<file path="config.mk">
export PLATFORM = sky130hd
export DESIGN_NAME = risc16_mc_ctrl
export DESIGN_NICKNAME = d
export VERILOG_FILES = /design/src/rtl/risc16_mc_ctrl.sv
export SDC_FILE = /design/constraint.sdc
export NUM_CORES = 1
export LEC_CHECK = 0
export CAP_MARGIN = 15
export CORE_UTILIZATION = 45
export DETAILED_ROUTE_END_ITERATION = 7
export PLACE_DENSITY = 0.66
export SLEW_MARGIN = 20
export SYNTH_ARGS = -nofsm -noshare
export SYNTH_HDL_FRONTEND = slang
export SYNTH_SLANG_ARGS = --single-unit
</file>
<file path="constraint.sdc">
create_clock -name clk -period 2.75 [get_ports clk]
set_input_delay 0.275 -clock clk [delete_from_list [all_inputs] [get_ports clk]]
set_output_delay 0.275 -clock clk [all_outputs]
set_load 0.005 [all_outputs]
</file>
<file path="src/rtl/risc16_mc_ctrl.sv">
// Multi-cycle RiSC-16 control unit: FETCH/DECODE/EXEC/MEM/WB sequencer with an
// 8x16 register file, driving external instruction memory, data memory and ALU.
module risc16_mc_ctrl (
  input  logic        clk,
  input  logic        reset_n,
  output logic        imem_req,
  output logic [15:0] imem_addr,
  input  logic        imem_ack,
  input  logic [15:0] imem_rdata,
  output logic        dmem_req,
  output logic        dmem_we,
  output logic [15:0] dmem_addr,
  output logic [15:0] dmem_wdata,
  input  logic        dmem_ack,
  input  logic [15:0] dmem_rdata,
  output logic [15:0] alu_src1,
  output logic [15:0] alu_src2,
  output logic [1:0]  alu_func,
  input  logic [15:0] alu_out,
  input  logic        alu_eq,
  output logic [15:0] pc,
  output logic        halt
);

  typedef enum logic [2:0] {
    S_FETCH, S_DECODE, S_EXEC, S_MEM, S_WB, S_HALT
  } state_e;

  typedef enum logic [2:0] {
    OP_ADD  = 3'b000, OP_ADDI = 3'b001, OP_NAND = 3'b010, OP_LUI  = 3'b011,
    OP_SW   = 3'b100, OP_LW   = 3'b101, OP_BEQ  = 3'b110, OP_JALR = 3'b111
  } op_e;

  localparam logic [1:0] FN_ADD  = 2'b00;
  localparam logic [1:0] FN_NAND = 2'b01;
  localparam logic [1:0] FN_LUI  = 2'b10;
  localparam logic [1:0] FN_PASS = 2'b11;

  state_e      state_q, state_d;
  logic [15:0] pc_q, pc_d;
  logic [15:0] ir_q, ir_d;
  logic [15:0] opa_q, opa_d;
  logic [15:0] opb_q, opb_d;
  logic [15:0] res_q, res_d;
  logic        z_q, z_d;
  logic [15:0] rf_q [8];
  logic        wr_en;
  logic [15:0] wr_data;

  op_e         op;
  logic [2:0]  ra, rb, rc;
  logic [15:0] simm;
  logic [9:0]  imm10;
  logic [15:0] r_a, r_b, r_c;
  logic        is_halt;

  assign op    = op_e'(ir_q[15:13]);
  assign ra    = ir_q[12:10];
  assign rb    = ir_q[9:7];
  assign rc    = ir_q[2:0];
  assign simm  = {{9{ir_q[6]}}, ir_q[6:0]};
  assign imm10 = ir_q[9:0];

  // r0 is hard-wired to zero on the read side; its storage is never written.
  assign r_a = (ra == 3'd0) ? 16'h0000 : rf_q[ra];
  assign r_b = (rb == 3'd0) ? 16'h0000 : rf_q[rb];
  assign r_c = (rc == 3'd0) ? 16'h0000 : rf_q[rc];

  assign is_halt = (op == OP_JALR) && (ra == 3'd0) && (rb == 3'd0) && (ir_q[6:0] != 7'd0);

  // NOTE: every variable gets a default before the case so no path leaves it
  // unassigned, which would otherwise infer a latch.
  always_comb begin
    state_d = state_q;
    pc_d    = pc_q;
    ir_d    = ir_q;
    opa_d   = opa_q;
    opb_d   = opb_q;
    res_d   = res_q;
    z_d     = z_q;
    wr_en   = 1'b0;
    wr_data = res_q;
    case (state_q)
      S_FETCH: if (imem_ack) begin
        ir_d    = imem_rdata;
        state_d = S_DECODE;
      end
      S_DECODE: begin
        opa_d = (op == OP_BEQ) ? r_a : r_b;
        case (op)
          OP_ADD, OP_NAND: opb_d = r_c;
          OP_BEQ:          opb_d = r_b;
          OP_SW:           opb_d = r_a;
          default:         opb_d = 16'h0000;
        endcase
        state_d = S_EXEC;
      end
      S_EXEC: begin
        res_d = alu_out;
        z_d   = alu_eq;
        if (is_halt)                        state_d = S_HALT;
        else if (op == OP_LW || op == OP_SW) state_d = S_MEM;
        else                                state_d = S_WB;
      end
      S_MEM: if (dmem_ack) begin
        if (op == OP_LW) res_d = dmem_rdata;
        state_d = S_WB;
      end
      S_WB: begin
        state_d = S_FETCH;
        pc_d    = pc_q + 16'd1;
        case (op)
          OP_ADD, OP_ADDI, OP_NAND, OP_LUI, OP_LW: wr_en = 1'b1;
          OP_JALR: begin
            wr_en   = 1'b1;
            wr_data = pc_q + 16'd1;
            pc_d    = opa_q;
          end
          OP_BEQ:  if (z_q) pc_d = pc_q + 16'd1 + simm;
          default: ;
        endcase
        if (ra == 3'd0) wr_en = 1'b0;
      end
      S_HALT:  ;
      default: state_d = S_FETCH;
    endcase
  end

  // NOTE: sequential state uses non-blocking assignments only, so every
  // register samples the values from before this edge.
  always_ff @(posedge clk or negedge reset_n) begin
    if (!reset_n) begin
      state_q <= S_FETCH;
      pc_q    <= '0;
      ir_q    <= '0;
      opa_q   <= '0;
      opb_q   <= '0;
      res_q   <= '0;
      z_q     <= 1'b0;
      // NOTE: the register file is small and must read zero after reset, so it
      // is built from resettable flops rather than an un-reset RAM.
      for (int i = 0; i < 8; i++) rf_q[i] <= '0;
    end else begin
      state_q <= state_d;
      pc_q    <= pc_d;
      ir_q    <= ir_d;
      opa_q   <= opa_d;
      opb_q   <= opb_d;
      res_q   <= res_d;
      z_q     <= z_d;
      if (wr_en) rf_q[ra] <= wr_data;
    end
  end

  always_comb begin
    alu_src1 = 16'h0000;
    alu_src2 = 16'h0000;
    alu_func = FN_PASS;
    if (state_q == S_EXEC) begin
      case (op)
        OP_ADD:  begin alu_src1 = opa_q; alu_src2 = opb_q; alu_func = FN_ADD;  end
        OP_ADDI: begin alu_src1 = opa_q; alu_src2 = simm;  alu_func = FN_ADD;  end
        OP_NAND: begin alu_src1 = opa_q; alu_src2 = opb_q; alu_func = FN_NAND; end
        OP_LUI:  begin alu_src2 = {imm10, 6'b0};           alu_func = FN_LUI;  end
        OP_LW,
        OP_SW:   begin alu_src1 = opa_q; alu_src2 = simm;  alu_func = FN_ADD;  end
        OP_BEQ:  begin alu_src1 = opa_q; alu_src2 = opb_q; alu_func = FN_ADD;  end
        OP_JALR: begin alu_src1 = opa_q;                   alu_func = FN_PASS; end
        default: ;
      endcase
    end
  end

  // Requests are gated by reset_n so an outstanding access drops the moment
  // reset asserts, without waiting for a clock edge.
  assign imem_req   = reset_n && (state_q == S_FETCH);
  assign imem_addr  = pc_q;
  assign dmem_req   = reset_n && (state_q == S_MEM);
  assign dmem_we    = dmem_req && (op == OP_SW);
  assign dmem_addr  = dmem_req ? res_q : 16'h0000;
  assign dmem_wdata = dmem_we ? opb_q : 16'h0000;
  assign pc         = pc_q;
  assign halt       = (state_q == S_HALT);

endmodule
</file>
== After elaboration in Yosys (flattened, before gate mapping) ==
Cells that the tools add are included.
Word-level totals
  bits of input ports: 53
  output and inout port bits: 102
  bits in registers: 212
  word-level logic and storage cells: 104
Cells by class
  order comparisons: 4
  mux-type cells: 40
  $add $sub $neg: 2
  bitwise gates (word level): 4
  reduce and logical (&&, ||, !) cells: 24
  eq/ne operators: 15
Operators with widths (number)
  16-bit two-way mux: 21
  16-bit binary-select mux with 3-bit select: 3
  128-bit bitwise mux: 1
  16-bit case mux with 3 select lines: 2
  16-bit case mux with 2 select lines: 2
  16-bit demux with 3-bit select: 1
  3-bit equality test (second input constant): 6
  16-bit by 1-bit adder with 16-bit output (second input constant): 1
  16-bit adder: 1
  3-bit logical NOT: 5
  3-bit case mux with 5 select lines: 1
  3-bit by 2-bit equality test with 1-bit output (second input constant): 4
  4-bit greater-or-equal comparator (second input constant): 3
  3-bit two-way mux: 4
  3-bit NOT with 4-bit output: 3
  2-bit case mux with 4 select lines: 1
  1-bit logical AND: 7
  7-bit nonzero test: 1
  7-bit OR reduction: 1
  3-bit by 1-bit equality test with 1-bit output (second input constant): 2
  2-bit != test (second input constant): 3
  3-bit AND reduction: 2
  3-bit OR reduction: 2
  6-bit OR reduction: 1
  other kinds (9): 11

== Longest topological paths before layout ==
Gate-level depths: netlist of run 1.
  depth after elaboration: 6
  gate-level depth with buffers: 13
  mapped depth without buffers: 12

== Worst setup path before layout of run 1 ==
No wires, ideal clock.
  path kind: register to register
  start point: register pc_q[3], in the netlist imem_addr[3]
  end point: register pc_q[15], in the netlist imem_addr[15]
  path buffers: 2
  arrival time: 2.542 ns
  clock period less this slack: 2.668 ns
  library setup time: 0.127 ns
  slack: 0.082 ns
  data required time: 2.623 ns
  stages on the path, launching flop included: 14
  cells stage by stage: dfrtp_1 buf_2 and4_4 nand3_2 nor3_2 xor2_1 ha_1 clkbuf_1 o21a_1 o21a_1 o21ai_0 a32oi_1 xnor2_1 o21ai_1
Between the ends
  word-level cells in the longest chain between the ends: 4
Ends and longest elaborated chain
  start, declared: RTL line 40  | logic [15:0] pc_q, pc_d;
  start signal, assigned: RTL line 145  | pc_q <= pc_d;
  16-bit by 1-bit adder with 16-bit output (*): RTL line 111, 119
  16-bit adder: RTL line 119  | OP_BEQ: if (z_q) pc_d = pc_q + 16'd1 + simm;
  16-bit two-way mux: RTL line 119
  16-bit case mux with 2 select lines (*): RTL line 112  | case (op)
Every way passes the cells marked *; elsewhere a longest branch is shown, timed or not.
A chain may end at the register's enable or synchronous reset.

== Final worst setup path of run 1 ==
  start point: register state_q[1]
  end point: output dmem_wdata[3]
Between the ends
  word-level cells in the longest chain between the ends: 4
Ends and longest elaborated chain
  start, declared: RTL line 39  | state_e state_q, state_d;
  start signal, assigned: RTL line 144  | state_q <= state_d;
  3-bit by 2-bit equality test with 1-bit output: RTL line 178  | assign dmem_req = reset_n && (state_q == S_MEM);
  1-bit logical AND: RTL line 178
  1-bit logical AND: RTL line 179  | assign dmem_we = dmem_req && (op == OP_SW);
  16-bit two-way mux: RTL line 181  | assign dmem_wdata = dmem_we ? opb_q : 16'h0000;
  end, declared: RTL line 13  | output logic [15:0] dmem_wdata,
Every way passes these cells.

==> results of run 1 <==
[worst paths after layout]
kind / depth (start not counted) / to / slack, ns
worst max register to register: 11 / imem_addr[15] / 0.08
worst min-delay path: 2 / imem_addr[9] / 0.22
max in group asynchronous: 3 / ir_q[11] / 1.26
worst max-delay path: 6 / dmem_wdata[3] / 0.08
min in group clk: 3 / res_q[2] / 0.38
worst min register to register: 1 / opa_q[14] / 0.52
[registers in the layout (all words and copies together) (netlist names)]
signal,count
imem_addr,16
ir_q,16
opa_q,16
opb_q,16
res_q,16
rf_q,112
state_q,3
z_q,1
[cell usage in the layout, fill, tap and decap left out, types with 7 or more instances in the layout]
cell type / Yosys / layout
dfrtp_1: 196 / 183
nand2_1: 168 / 167
clkdlybuf4s50_1: 0 / 153
nor2_1: 105 / 101
mux2_2: 90 / 90
buf_4: 22 / 89
o21ai_1: 86 / 85
a21oi_1: 57 / 54
and2_1: 52 / 52
a22oi_1: 49 / 49
mux4_2: 48 / 48
o21ai_0: 33 / 33
mux2_1: 33 / 33
a21o_1: 21 / 21
a221oi_1: 21 / 21
a31oi_1: 20 / 19
nor3_1: 19 / 19
a211oi_1: 19 / 18
clkbuf_16: 0 / 17
inv_1: 17 / 16
a221o_1: 16 / 16
ha_1: 19 / 14
dfrtp_2: 0 / 13
mux2i_1: 11 / 11
xnor2_1: 13 / 10
and3_1: 9 / 9
nand3_1: 10 / 9
xor2_1: 11 / 8
nor2b_1: 8 / 7
[kinds of logic (layout without fill, tap and decap cells)]
kind of cell    after synthesis  after routing
mux                         182            182
fa+ha+maj                    20             20
compound gates              352            352
other cells                   0              1
buf+inv                     136            301
flops                       196            196
xor+xnor                     24             24
simple gates                412            412
[timing repair]
item,CTS,global route
endpoints found under the setup margin,32,48
gates resized for setup,6,40
endpoints found under the hold margin,9,0
pin swaps,0,13
setup buffers,0,8
hold buffers,1,0
[power breakdown]
group          switching [mW]  internal, mW
logic                    5.71          5.14
clock network            1.21          1.27
registers                1.65          4.09
[layout make-up]
class	instances	area share, %
clock buffers	17	2.68
inverters	19	0.450
well taps	378	2.98
diodes	1	0.0158
multi-input cells	990	47.1
clock inverters	15	0.916
repair buffers	250	14.8
flip-flops and latches	196	31.0
[worst max-delay path, delay by kind of cell, from the launching register on]
kind / cells / cell delay, ns
flip-flops: 1 / 0.42
AND/OR/NAND/NOR: 4 / 0.81
buffers and inverters: 2 / 0.72
[through the flow]
stage,TNS (ns),util (%),instance area [um^2],total power [mW],worst slack (ns)
4_1_cts,0,55.8,15600,18.5,0.0100
5_1_grt,-0.156,56.7,15900,20.2,-0.113
3_5_place_dp,-0.0389,53.7,15000,16.0,-0.0366
3_3_place_gp,0,53.7,15000,15.9,0.0314
6_report,0,56.8,15900,19.1,0.0761
2_1_floorplan,0,-,12800,12.2,0.0818
[metal layers]
| layer | track usage [%] | wire length, um |
|---|---|---|
| met5 | 0 | 0 |
| met4 | 13.2 | 1470 |
| met3 | 4.49 | 3410 |
| met2 | 48.4 | 20200 |
| met1 | 40.6 | 18000 |
==> flow_summary.ini, run 1 <==
[timing]
period_needed_ns = 2.67
rsz0062_at_grt = yes
max_freq_mhz = 374
finalHoldViolCount = 0
worst_pin_slew_ns = 1.13
slew_viol_final = 0
final-setup-viol-count = 0
fin_skew_ns = 0.00999
holdWs_ns = 0.220
fin_crit_sh_pct = 97.2
slew_headroom_pct = 24.3

[synth]
yosys-top-cells-count = dfrtp_1, nand2_1, nor2_1
ys_async_sr_fraction_pct = 100
synth_adder_area_share_pct = 2.01
synthMuxAreaShare_pct = 20.1
yosysWarnings = 0
synth_flop_cell = dfrtp_1
synthSimpleGateAreaFrac_pct = 15.2
synth.most_common_cell = dfrtp_1
synth_edf_count = 0
ys_types = 66
synth_top_family_by_area = multiplexers
ys_ff_latch = 196
ys_seq_area_share_pct = 38.2
synth.largest_area_cell = dfrtp_1
synth_area_leaders = dfrtp_1, mux4_2, mux2_2, nand2_1, o21ai_1
synth_compound_area_share_pct = 17.7
synth.avg_cell_area_um2 = 9.70
synth_top_area_share_pct = 38.2
synthesis.area_um2 = 12800
syn_nets = 1395
syn_inst = 1322
synth_xor_area_share_pct = 1.64

[placement]
globalplace.congestion = 0.922
numPortBuffers = 154
place_hpwl_um = 30400
dp_cells = 1824

[pwr]
max-vdd-ir-drop_uv = 599
p_per_area_nw_per_um2 = 1200
p_leak_nw = 6.71

[clock_tree]
cts-root-buf = clkbuf_16
cts_sinks = 196
cts_buffer_depth = 2
cts_tree = done
clk_latency_ns = 0.45
htree_num_levels = 4
cts_buffers = 17
clk_pin_slew_ns = 0.08

[route]
via_per_inst = 6.09
first_pass_iters = 7
drc_errors = 0
drt_iter0_drc = 1101
routedWlPerCell_um = 23.1
vias = 11400
wirelength_um = 43100
ant_nets = 0

[die]
num_rows = 61
chipWidth_um = 171
initial_core_util_pct = 45.9
core_um2 = 27900
ioPinCount = 155
dieArea_um2 = 29200
die_h_um = 171

[cells_and_area]
multiInputGateArea_um2 = 7470
regArea_um2 = 4920
fillCellCount = 2476
layoutNonFillerInstCount = 1866
drive_gt1_share_pct = 21.7
nets = 1547
area_growth_pct = 23.6

[critical_path]
rr_startpoint = imem_addr[2]
cp-end-kind = output port
slowest_delay_ns = 0.52
cp.required_ns = 2.48
critPathSlowestCell = clkdlybuf4s50_1
crit_fanout = 11
critPathLaunchType = flip-flop
critical_path_class = flip-flop to output port
cp-startpoint = state_q[1]
worstPathArrival_ns = 2.40
cp_cell_sequence = nor2b_2 > and3_1 > nor3b_4 > buf_4 > and2_1 > clkdlybuf4s50_1

[run]
maxCapViolations = 0

[hold_path]
hp-class = primary input to asynchronous set/reset pin

[status]
status = finished clean

[grt]
antenna_found_initial = 2
gr-usage-all-layers_pct = 30.2
overflow = 0
grt_pass1_vias = 11100
grt_max_degree = 115
grt_pass1_wl_um = 65500
Note: power is estimated with default switching activity, not from simulation.
==> inputs of run 2 (changes only) <==
--- a/config.mk
+++ b/config.mk
@@ -8,7 +8,7 @@
 export CAP_MARGIN = 15
 export CORE_UTILIZATION = 45
 export DETAILED_ROUTE_END_ITERATION = 7
-export PLACE_DENSITY = 0.66
+export PLACE_DENSITY = 0.64
 export SLEW_MARGIN = 20
 export SYNTH_ARGS = -nofsm -noshare
 export SYNTH_HDL_FRONTEND = slang
==> constraint.sdc (replaced) <==
create_clock -name clk -period 2.6 [get_ports clk]
set_input_delay 0.26 -clock clk [delete_from_list [all_inputs] [get_ports clk]]
set_output_delay 0.26 -clock clk [all_outputs]
set_load 0.005 [all_outputs]
==> run 2 against run 1 <==
Compared with the run above:
- the run now ends with negative setup slack left
- sequential cell count unchanged
- die area unchanged
- setup slack worse by 0.095 ns
- routed wire length grew 2.8%
- register-to-register slack worse by 0.09 ns
- total power up 9.1%
- via count increased by 2.0%
- first-iteration DRC count is 6.1% lower
- non-clock buffer count rose by 43
- global-route usage grew 1.1 points
- clock power up 9.7%
- critical path type is now flip-flop to flip-flop
==> flow_summary.ini, run 2 (synthesis results as in run 1) <==
[status]
status = finished, violations left
violations = negative setup slack

[critical_path]
rr_startpoint = imem_addr[0]
cpLargestDelayFamily = compound AO/OA/AOI/OAI gates
path_depth = 11
crit_fanout = 4
worst-path-buf-inv = 2
slowest_delay_ns = 0.40
critPathSlowestCell = dfrtp_1
r2r_end = imem_addr[15]
worstPathArrival_ns = 2.95
cp_cell_sequence = ha_2 > buf_4 > xor2_1 > ha_1 > o211ai_1 > o211ai_1 > buf_4 > nand4_1 > a32oi_1 > xnor2_1 > o21ai_1
cp.required_ns = 2.93
critPathLaunchType = flip-flop
r2r_slack_ns = -0.02
critPathCapture = imem_addr[15]
rr_worst_depth = 11
cp-startpoint = imem_addr[0]
cp-end-kind = flip-flop
critical_path_class = flip-flop to flip-flop

[clock_tree]
clk_pin_slew_ns = 0.09
clk_latency_ns = 0.45
cts_buffers = 17
htree_num_levels = 4
cts_sinks = 196
cts_buffer_depth = 2
cts-root-buf = clkbuf_16
cts_tree = done

[pwr]
share_seq_of_total_power_pct = 28.9
finalPower_mw = 20.8
switching_share_pct = 45.1
max-vdd-ir-drop_uv = 586
p_comb_share_pct = 58.0
clkPwrFrac_pct = 13.1
power.switching_mw = 9.39
p_per_area_nw_per_um2 = 1280
p_leak_nw = 7.24
intPower_mw = 11.4

[die]
dieArea_um2 = 29200
core_um2 = 27900
num_rows = 61
ioPinCount = 155
chipWidth_um = 171
die_h_um = 171
initial_core_util_pct = 45.9

[route]
first_pass_iters = 6
via_per_inst = 6.08
vias = 11600
routedWlPerCell_um = 23.3
drt_iter0_drc = 1034
wirelength_um = 44400
drc_errors = 0
ant_nets = 0

[placement]
dp_cells = 1861
placed_area_um2 = 15300
place_hpwl_um = 32100
numPortBuffers = 154
globalplace.congestion = 0.928

[grt]
grt_max_degree = 60
grt_pass1_vias = 11300
gr-usage-all-layers_pct = 31.2
grt_pass1_wl_um = 67700
overflow = 0
antenna_found_initial = 0

[cells_and_area]
utilization_pct = 58.0
nets = 1590
largest_reg_flops = 112
layoutNonFillerInstCount = 1908
area_growth_pct = 26.4
postLayoutCellArea_um2 = 16200
n_antenna_cell = 0
top_register = rf_q
mostFrequentLayoutCell = dfrtp_1
final_cell_mix = dfrtp_1, nand2_1, clkdlybuf4s50_1, buf_4, nor2_1
drive_gt1_share_pct = 23.9

[timing]
setup_ws_ns = -0.0188
period_needed_ns = 2.62
fin_crit_sh_pct = 101
finalHoldViolCount = 0
slew_viol_final = 0
tns_ns = -0.0188
fin_skew_ns = 0.0164
max_freq_mhz = 382
slew_headroom_pct = 37.1
final-setup-viol-count = 1
worst_pin_slew_ns = 0.939
rsz0062_at_grt = yes

[hold_path]
hp-class = primary input to flip-flop

[run]
maxCapViolations = 0
[run 2: changes by cell type in the layout (fill, tap and decap cells not counted), moves of 5 or more]
cell and change:
a21oi_1 -5, dfrtp_2 -6, dlymetal6s2s_1 +17, buf_6 +5
buf_4 +40, a21oi_2 +5, dfrtp_1 +6, clkdlybuf4s50_1 -20
clkinv_8 +6
[run 2: layout make-up]
type | instances | area (um^2)
tap | 378 | 473
sequential | 196 | 4910
clock buffer | 17 | 425
inverter | 19 | 71.3
timing repair buffer | 293 | 2680
clock inverter | 15 | 188
fill | 2524 | 11700
multi-input combinational | 990 | 7460
[run 2: worst min-delay path by stage]
stage          cells after the start          start  slack [ns]            to
2_1_floorplan                      0        reset_n       -0.04  imem_addr[0]
3_3_place_gp                       2        reset_n        0.41       ir_q[5]
3_5_place_dp                       2        reset_n        0.40       ir_q[3]
4_1_cts                            3         alu_eq        0.34           z_q
5_1_grt                            3  dmem_rdata[8]        0.37      res_q[8]
6_report                           3         alu_eq        0.33           z_q
[run 2: tightest hold or removal path, cell delays in order]
cell             delay [ns]
clkdlybuf4s50_1        0.39
nand2_1                0.05
nand2_1                0.04
[run 2: per-layer routing]
metal / part of all wire (%) / GRT usage (%)
met5: 0 / 0
met1: 41 / 41.4
met2: 46 / 50.0
met4: 3.3 / 11.5
met3: 9.7 / 7.10
[run 2: what timing repair did]
item,in CTS,in global routing
cloned,1,1
pin swaps,4,13
endpoints found under the setup margin,30,43
endpoints found under the hold margin,33,0
gates resized for setup,17,54
hold buffers,1,0
buffers inserted,5,8
[run 2: power groups by stage]
| stage | Sequential, mW | Combinational [mW] | Clock (mW) |
|---|---|---|---|
| detailed placement | 5.99 | 11.5 | 0 |
| CTS | 5.93 | 11.6 | 2.76 |
| global placement | 5.94 | 11.4 | 0 |
| finish | 6.01 | 12.1 | 2.72 |
| global route | 6.16 | 13.1 | 2.87 |
| floorplan | 5.25 | 7.69 | 0 |
[run 2: metrics by stage]
step | hold WS [ns] | setup slack [ns]
after CTS | 0.335 | -0.00765
after global routing | 0.367 | -0.155
final | 0.334 | -0.0188
after global placement | 0.406 | -0.0407
after detailed placement | 0.401 | -0.0764
after floorplan | -0.0356 | 0.00111
==> inputs of run 3 (changes only) <==
--- a/config.mk
+++ b/config.mk
@@ -6,9 +6,9 @@
 export NUM_CORES = 1
 export LEC_CHECK = 0
 export CAP_MARGIN = 15
-export CORE_UTILIZATION = 45
+export CORE_UTILIZATION = 28
 export DETAILED_ROUTE_END_ITERATION = 7
-export PLACE_DENSITY = 0.64
+export PLACE_DENSITY = 0.43
 export SLEW_MARGIN = 20
 export SYNTH_ARGS = -nofsm -noshare
 export SYNTH_HDL_FRONTEND = slang
==> run 3 against run 2 <==
Compared with the run above:
- the run still ends with negative setup slack left
- non-clock buffer count rose by 22
- worst hold slack gained 0.028 ns
- clock power up 4%
- clock-buffer cell count grew 3
- utilization down 21 points
- combinational power up 8%
- sequential share of layout area down 1.4 points
- register-to-register slack better by 0.02 ns
- clock skew is 0.0054 ns lower
- die area increased by 60%
- critical endpoint is now imem_addr[10]
==> flow_summary.ini, run 3 (synthesis results as in run 1) <==
[pwr]
finalPower_mw = 21.9
power.switching_mw = 9.75
clkPwrFrac_pct = 12.9
p_per_area_nw_per_um2 = 1290
max-vdd-ir-drop_uv = 508
p_leak_nw = 7.51
intPower_mw = 12.2
p_comb_share_pct = 60.0
switching_share_pct = 44.5
share_seq_of_total_power_pct = 27.1

[route]
wirelength_um = 50400
vias = 11300
via_per_inst = 5.27
routedWlPerCell_um = 23.4
first_pass_iters = 6
drt_iter0_drc = 789
drc_errors = 0
ant_nets = 0

[die]
core_um2 = 45300
die_h_um = 216
ioPinCount = 155
dieArea_um2 = 46700
initial_core_util_pct = 28.3
chipWidth_um = 216
num_rows = 78

[clock_tree]
cts_sinks = 196
clk_latency_ns = 0.46
htree_num_levels = 4
cts_tree = done
cts-root-buf = clkbuf_16
cts_buffer_depth = 2
clk_pin_slew_ns = 0.08
cts_buffers = 17

[critical_path]
rr_worst_depth = 11
cp_cell_sequence = buf_6 > inv_1 > ha_2 > inv_1 > fa_2 > nor2b_2 > o21ai_2 > a2111o_1 > and4_1 > o31ai_1 > nand2_1
critical_path.most_common_cell = inv_1
cp-end-kind = flip-flop
worst-path-buf-inv = 3
rr_startpoint = imem_addr[0]
r2r_end = imem_addr[10]
cpLargestDelayFamily = compound AO/OA/AOI/OAI gates
cp.required_ns = 2.95
worstPathArrival_ns = 2.95
r2r_slack_ns = -0.003
crit_fanout = 5
critPathLaunchType = flip-flop
critPathSlowestCell = a2111o_1
critical_path_class = flip-flop to flip-flop
slowest_delay_ns = 0.47

[timing]
slew_viol_final = 0
fin_crit_sh_pct = 100
final-setup-viol-count = 1
max_freq_mhz = 384
slew_headroom_pct = 34.1
fin_skew_ns = 0.0110
setup_ws_ns = -0.00327
rsz0062_at_grt = yes
period_needed_ns = 2.60
tns_ns = -0.00327
finalHoldViolCount = 0
worst_pin_slew_ns = 0.984

[cells_and_area]
top_register = rf_q
nets = 1612
n_antenna_cell = 0
mostFrequentLayoutCell = dfrtp_1
largest_reg_flops = 112
drive_gt1_share_pct = 26.3
multiInputGateArea_um2 = 7640
area_growth_pct = 32.4
final_cell_mix = dfrtp_1, nand2_1, buf_4, clkdlybuf4s50_1, nor2_1
fillCellCount = 4587
regArea_um2 = 4910

[run]
maxCapViolations = 0

[hold_path]
hp-class = primary input to flip-flop
holdPathStages = 3
worstHoldStart = dmem_rdata[14]
hold_end = res_q[14]

[status]
violations = negative setup slack
status = finished, violations left

[grt]
grt_pass1_wl_um = 75400
grt_max_degree = 101
grt_pass1_vias = 11400
gr-usage-all-layers_pct = 21.7
antenna_found_initial = 0
overflow = 0

[placement]
preCtsSetupSlack_ns = -0.0663
place_hpwl_um = 36200
numPortBuffers = 154
globalplace.congestion = 0.881
[run 3: cell count changes in the layout (fill, tap and decap cells not counted), moves of 4 or more]
cell             change
buf_6               +10
clkdlybuf4s50_1      -5
buf_12               +8
ha_4                 +4
dlymetal6s2s_1       +4
ha_1                 -4
clkinv_8             -6
buf_4                +4
[run 3: routing by layer]
metal | up-vias | track usage [%] | wire (um) | share of wire (%)
met1 | 5654 | 29.3 | 23100 | 46
li1 | 5278 | - | - | -
met4 | 0 | 5.99 | 1070 | 2.1
met5 | - | 0 | 0 | 0
met2 | 336 | 36.0 | 24000 | 48
met3 | 64 | 3.27 | 2230 | 4.4
[run 3: power groups by stage]
stage                     Clock (mW)  Sequential (mW)  Combinational (mW)
final                           2.83             5.93                13.1
after global routing            3.01             6.11                14.2
after CTS                       2.90             5.89                12.3
after detailed placement           0             5.94                12.1
after global placement             0             5.93                12.1
after floorplan                    0             5.25                7.69
[run 3: stage by stage]
| step | instance area (um^2) | cells | utilization [%] | hold WS, ns |
|---|---|---|---|---|
| finish | 17000 | 2152 | 37.5 | 0.361 |
| global route | 17000 | 2152 | 37.5 | 0.344 |
| detailed placement | 15700 | 2095 | 34.7 | 0.456 |
| CTS | 16400 | 2134 | 36.3 | 0.340 |
| floorplan | 12800 | 1322 | - | -0.0356 |
| global placement | 15700 | 2095 | 34.7 | 0.460 |
[run 3: what timing repair did]
item / 4_1_cts / 5_1_grt
endpoints found under the setup margin: 34 / 49
hold buffers: 1 / 0
cloned: 1 / 1
hold endpoints to repair: 31 / 0
pin swaps: 6 / 51
buffers inserted: 5 / 18
resized for setup: 25 / 94
[run 3: worst max path at each step]
stage	startpoint	to	slack, ns	depth (start not counted)
after floorplan	imem_addr[3]	imem_addr[15]	0.001	13
after global placement	imem_addr[1]	imem_addr[10]	-0.06	10
after detailed placement	imem_addr[1]	imem_addr[10]	-0.07	10
after CTS	state_q[2]	dmem_wdata[3]	0.0003	7
after global routing	imem_addr[0]	imem_addr[10]	-0.09	10
final	imem_addr[0]	imem_addr[10]	-0.003	11
[run 3: cell type report]
class	instances	area share, %
Clock buffer	20	2.63
Clock inverter	12	0.907
Multi-Input combinational cell	990	45.0
Inverter	19	0.420
Tap cell	600	4.42
Sequential cell	196	29.0
Timing Repair Buffer	315	17.6
[run 3: worst register-to-register path, delay by kind of cell, from the launching register on]
| kind | cells | cell delay (ns) |
|---|---|---|
| and+or+nand+nor | 3 | 0.44 |
| AOI/OAI and AO/OA | 3 | 0.81 |
| adders and majority gates | 2 | 0.55 |
| buffers and inverters | 3 | 0.28 |
| DFF | 1 | 0.42 |
